## config.mk

```make
export PLATFORM = sky130hd
export DESIGN_NAME = mult_seq_ctrl
export DESIGN_NICKNAME = d
export VERILOG_FILES = /design/src/rtl/mult_seq_ctrl.sv
export SDC_FILE = /design/constraint.sdc
export NUM_CORES = 1
export LEC_CHECK = 0
export CORE_MARGIN = 4
export CORE_UTILIZATION = 49
export DETAILED_ROUTE_END_ITERATION = 6
export PLACE_DENSITY = 0.83
export SKIP_LAST_GASP = 1
export SYNTH_ARGS = -nofsm -noshare
export SYNTH_HDL_FRONTEND = slang
export SYNTH_SLANG_ARGS = --single-unit
```

## constraint.sdc

```tcl
create_clock -name clk -period 2.1 [get_ports clk]
set_clock_uncertainty 0.1 [all_clocks]
set_input_delay 0.315 -clock clk [delete_from_list [all_inputs] [get_ports clk]]
set_output_delay 0.315 -clock clk [all_outputs]
set_load 0.01 [all_outputs]
```

## src/rtl/mult_seq_ctrl.sv

```systemverilog
// mult_seq_ctrl: iterative shift-and-add unsigned multiplier sequencer.
// IDLE accepts a, b; RUN performs one add/shift per cycle; DONE holds the product
// until out_ready. Optional early termination is enabled by defining
// MULT_SEQ_EARLY_TERM_EN. Without it, RUN always lasts WIDTH cycles.
module mult_seq_ctrl #(
    parameter int unsigned WIDTH = 8
) (
    input  logic                 clk,
    input  logic                 reset,
    input  logic                 in_valid,
    output logic                 in_ready,
    input  logic [WIDTH-1:0]     a,
    input  logic [WIDTH-1:0]     b,
    output logic                 out_valid,
    input  logic                 out_ready,
    output logic [2*WIDTH-1:0]   product,
    output logic                 busy
);

    localparam int unsigned CW = $clog2(WIDTH + 1);

    typedef enum logic [1:0] {IDLE, RUN, DONE} state_t;

    state_t               state;
    state_t               state_nxt;
    logic [2*WIDTH-1:0]   acc;
    logic [2*WIDTH-1:0]   mcand;
    logic [WIDTH-1:0]     mplier;
    logic [CW-1:0]        count;
    logic                 accept;
    logic                 last_run;

    // Handshake qualifier and end-of-RUN detection
    always_comb begin
        accept = (state == IDLE) && in_valid;
`ifdef MULT_SEQ_EARLY_TERM_EN
        // Stop once the shifted multiplier has no set bits left; the count cap
        // keeps the WIDTH-cycle bound as a backstop.
        last_run = (mplier[WIDTH-1:1] == '0) || (count == CW'(WIDTH - 1));
`else
        last_run = (count == CW'(WIDTH - 1));
`endif
    end

    // State register
    always_ff @(posedge clk or posedge reset) begin
        if (reset) begin
            state <= IDLE;
        end else begin
            state <= state_nxt;
        end
    end

    // Next-state logic
    always_comb begin
        state_nxt = state;
        unique case (state)
            IDLE: if (accept)    state_nxt = RUN;
            RUN:  if (last_run)  state_nxt = DONE;
            DONE: if (out_ready) state_nxt = IDLE;
            default:             state_nxt = IDLE;
        endcase
    end

    // Datapath: operand capture in IDLE, one shift-and-add step per RUN cycle
    always_ff @(posedge clk or posedge reset) begin
        if (reset) begin
            acc    <= '0;
            mcand  <= '0;
            mplier <= '0;
            count  <= '0;
        end else if (accept) begin
            acc    <= '0;
            mcand  <= {{WIDTH{1'b0}}, a};
            mplier <= b;
            count  <= '0;
        end else if (state == RUN) begin
            if (mplier[0]) begin
                acc <= acc + mcand;
            end
            mcand  <= mcand << 1;
            mplier <= mplier >> 1;
            count  <= count + CW'(1);
        end
    end

    // Outputs decoded from state; product is only exposed in DONE
    always_comb begin
        in_ready  = (state == IDLE);
        out_valid = (state == DONE);
        busy      = (state != IDLE);
        product   = (state == DONE) ? acc : '0;
    end

endmodule

```

==> summary.md <==
| Metric | Value |
|---|---|
| CP Cell Sequence | `ha_2 > fa_2 > a21oi_4 > o211ai_1 > a31oi_2 > o21ai_1 > xnor2_1 > o21ai_1` |
| Number of warnings issued by yosys | `0` |
| Cell type with the highest aggregate area in the netlist | `sky130_fd_sc_hd__dfrtp_1` |
| Ant diodes | `0` |
| Yosys cell types | `39` |
| Mean number of vias per cell | `5.68` |
| Leftover overflow at the end of global routing | `0` |
| DIE WIDTH | `81.6 um` |
| Areal power density over the cells | `1450 nW/um^2` |
| Leakage power of the design | `1.76 nW` |
| Worst supply voltage drop on vdd | `0.000793 V` |
| Final-report setup violation count | `3` |
| Number of nets still failing antenna checks after routing | `0` |
| Number of buffers added by the clock tree synthesis step | `5` |
| Number of flops mapped to enable cells by yosys | `0` |
| Net switching share of the total power | `42.8%` |
| Htree depth | `2` |
| Final max-slew violation count | `0` |
| Hold_buf cts | `0` |
| Detailed-placement wirelength estimate | `4.40 mm` |
| Post-DR wirelength/cell | `16.4 um` |
| Cell count after synthesis | `295` |
| Total I/O pin count | `39` |
| DRC violations left | `0` |
| Floorplan row count | `26` |
| Average cell area after synthesis | `8.99 sq um` |
| Initial Util | `51.3%` |
| Tot GR Track Use | `20.0%` |
| Worst slew pin tran | `582 ps` |
| Clock power share | `16.2%` |
| Final wirelength | `6.79 mm` |
| Top cell type's share of synthesized area | `43.4%` |
| Routability congestion estimate | `0.918` |
| Final period util | `102%` |
| Global-route wire length before repair | `10.2 mm` |
| Filler cell count in the final layout | `384` |
| Number of DRC markers in iteration 0 | `222` |
| Area added between synthesis and finish | `30.7%` |
| Flops & latches, synth | `46` |
| Top cells by area in the synthesized netlist | `sky130_fd_sc_hd__dfrtp_1 43%, sky130_fd_sc_hd__nand2_1 11%, sky130_fd_sc_hd__ha_1 7.5%, sky130_fd_sc_hd__o21ai_0 4.5%, sky130_fd_sc_hd__and2_1 4.2%` |
| Worst rel slew slack | `61.1%` |
| Sw power | `0.00215 W` |
| DR vias | `2,344` |
| Critical path startpoint | `acc[0]` |
| Core ar. | `5170 sq um` |
| Area of the die | `6650 sq um` |
| Cell chosen for the clock root | `sky130_fd_sc_hd__clkbuf_8` |
| WP data required | `2170 ps` |
| Unrepaired setup endpoints after global routing | `true` |
| Async SR Flop Fraction | `100%` |
| Outcome | `finished with violations` |
| Internal portion of total power | `0.00288 W` |
| Delay of the slowest cell on the worst path | `400 ps` |
| Buffer levels on the longest clock path | `2` |
| Net count of the mapped netlist | `332` |
| Number of antenna violations at the first check in global routing | `0` |
| Crit-path most repeated cell | `sky130_fd_sc_hd__o21ai_1` |
| Synthesized cell area | `2650 sq um` |
| Crit Path Max Fanout | `2` |
| Post-synth top flop | `sky130_fd_sc_hd__dfrtp_1` |
| WS Path Type | `reg2reg` |
| Proportion of layout cells with a drive suffix above 1 | `15.2%` |
| Proportion of power drawn by combinational gates | `51.9%` |
| Worst R2R Start | `acc[0]` |
| Clock tree from TritonCTS | `yes` |
| Violations in the final reports | `setup timing` |
| Crit path max-delay cell type | `sky130_fd_sc_hd__dfrtp_1` |
| Share of power burned in registers | `31.9%` |
| Fin worst setup slack | `-50.9 ps` |
| Number of global-route vias before repair | `2,152` |
| Ranking of synthesized cells by instance count | `75 x sky130_fd_sc_hd__nand2_1, 46 x sky130_fd_sc_hd__dfrtp_1, 24 x sky130_fd_sc_hd__o21ai_0` |
| Sequential-to-total area share from yosys stat | `43.4%` |
| Achievable Freq | `0.465 GHz` |
| Startpoint types | `register` |
| # port buffers | `38` |
| Data arrival time of the critical path | `2220 ps` |
| Pin count of the biggest net entering global routing | `47` |
| Final Hold Slack | `251 ps` |
| Path category of the worst min-delay check | `in2async` |
| Total clock sinks | `46` |
| Clock-pin slew reported for the worst setup and hold paths after clock tree synthesis | `90 ps` |
| Critical Path Sink Type | `register` |
| Worst slack after detailed placement | `-115 ps` |
| Die outline height | `81.6 um` |
| Worst-skew pair later-pin latency | `310 ps` |
| Number of max-cap violations | `0` |
| Final layout net count | `379` |
| Post-layout min period | `2150 ps` |
| DR pass1 iterations | `4` |
| Final number of hold-violating endpoints | `0` |
| Most common cell in the synthesized netlist | `sky130_fd_sc_hd__nand2_1` |
## sequential cells by signal, indices dropped and copies added, names as in the netlist
name and cells:
count 4, acc 16, mcand 16, mplier 8, state 2
## critical path, delay by kind of cell, from the launching register on
| kind | cells | cell delay (ps) |
|---|---|---|
| AOI/OAI and AO/OA | 5 | 770 |
| adders and majority gates | 2 | 600 |
| DFF | 1 | 400 |
| xor gates and xnor gates | 1 | 150 |
## power by group through the flow
stage	registers [W]	logic [W]	clock network (W)
after detailed placement	0.00158	0.00227	0
after floorplan	0.00148	0.00178	0
after global routing	0.00165	0.00291	0.000863
after global placement	0.00156	0.00220	0
after CTS	0.00157	0.00235	0.000822
final	0.00160	0.00261	0.000814
## area by class of cell
cell class | count | area [sq um] | share of cell area (%)
tap | 70 | 87.6 | 2.53
sequential | 46 | 1150 | 33.3
timing repair buffer | 54 | 537 | 15.5
clock buffer | 6 | 82.6 | 2.38
multi-input combinational | 228 | 1520 | 43.8
inverter | 7 | 26.3 | 0.758
clock inverter | 2 | 60.1 | 1.73
## what timing repair did
item / in CTS / in global routing
gates cloned: 0 / 0
endpoints found under the setup margin: 21 / 21
gates resized for setup: 12 / 28
setup buffers: 3 / 1
pin swaps: 2 / 11
## layout by cell type (no fill, tap or decap), types with 3 or more instances in the layout
cell type / synthesis / final
sky130_fd_sc_hd__xor2_1: 5 / 5
sky130_fd_sc_hd__nand2_1: 75 / 75
sky130_fd_sc_hd__dlymetal6s2s_1: 0 / 11
sky130_fd_sc_hd__o21ai_0: 24 / 24
sky130_fd_sc_hd__a21oi_2: 2 / 3
sky130_fd_sc_hd__dfrtp_1: 46 / 44
sky130_fd_sc_hd__buf_4: 0 / 14
sky130_fd_sc_hd__o21bai_1: 3 / 3
sky130_fd_sc_hd__o21ai_1: 9 / 8
sky130_fd_sc_hd__ha_1: 16 / 11
sky130_fd_sc_hd__nand4_1: 4 / 4
sky130_fd_sc_hd__xnor2_1: 8 / 8
sky130_fd_sc_hd__ha_4: 0 / 3
sky130_fd_sc_hd__clkbuf_8: 0 / 6
sky130_fd_sc_hd__inv_1: 7 / 6
sky130_fd_sc_hd__a21o_1: 3 / 3
sky130_fd_sc_hd__nor2_1: 4 / 3
sky130_fd_sc_hd__nand3_1: 5 / 5
sky130_fd_sc_hd__clkdlybuf4s50_1: 0 / 21
sky130_fd_sc_hd__dlygate4sd2_1: 0 / 6
sky130_fd_sc_hd__and2_1: 18 / 18
sky130_fd_sc_hd__a21oi_1: 12 / 9
sky130_fd_sc_hd__a22oi_1: 14 / 14
## per-layer routing
| layer | wire (um) | track usage (%) | up-vias |
|---|---|---|---|
| li1 | - | - | 1112 |
| met1 | 2880 | 25.9 | 1141 |
| met2 | 3500 | 34.8 | 82 |
| met3 | 312 | 2.96 | 9 |
| met4 | 102 | 5.65 | 0 |
| met5 | 0 | 0 | - |
## cells by family (layout without fill, tap and decap cells)
kind of cell             Yosys count  count (layout)  share of synthesized area [%]
AO/OA/AOI/OAI                     81              81                           20.2
XOR/XNOR                          13              13                           4.29
adder cells (fa/ha/maj)           17              17                           8.30
buffers and inverters             21              69                           3.44
flip-flops                        46              46                           43.4
multiplexers                       1               1                          0.377
AND/OR/NAND/NOR                  116             116                           20.0
## per-stage QoR
step | power [W] | instance area [sq um] | TNS [ps] | std cells | util (%)
global route | 0.00542 | 3470 | -744 | 413 | 67.0
CTS | 0.00474 | 3340 | -21.2 | 412 | 64.5
floorplan | 0.00326 | 2650 | 0 | 295 | -
detailed placement | 0.00386 | 3160 | -186 | 401 | 61.1
global placement | 0.00376 | 3160 | -49.0 | 401 | 61.1
finish | 0.00503 | 3470 | -100 | 413 | 67.0
## worst paths after layout
path,end,slack [ps],cells after the start
setup / recovery,acc[14],-50,8
setup reg to reg,acc[14],-50,8
max in group asynchronous,mcand[1],1430,3
min in group clk,acc[15],370,1
hold reg to reg,acc[15],370,1
hold / removal,acc[1],250,3
(Power assumes the default switching activity.)
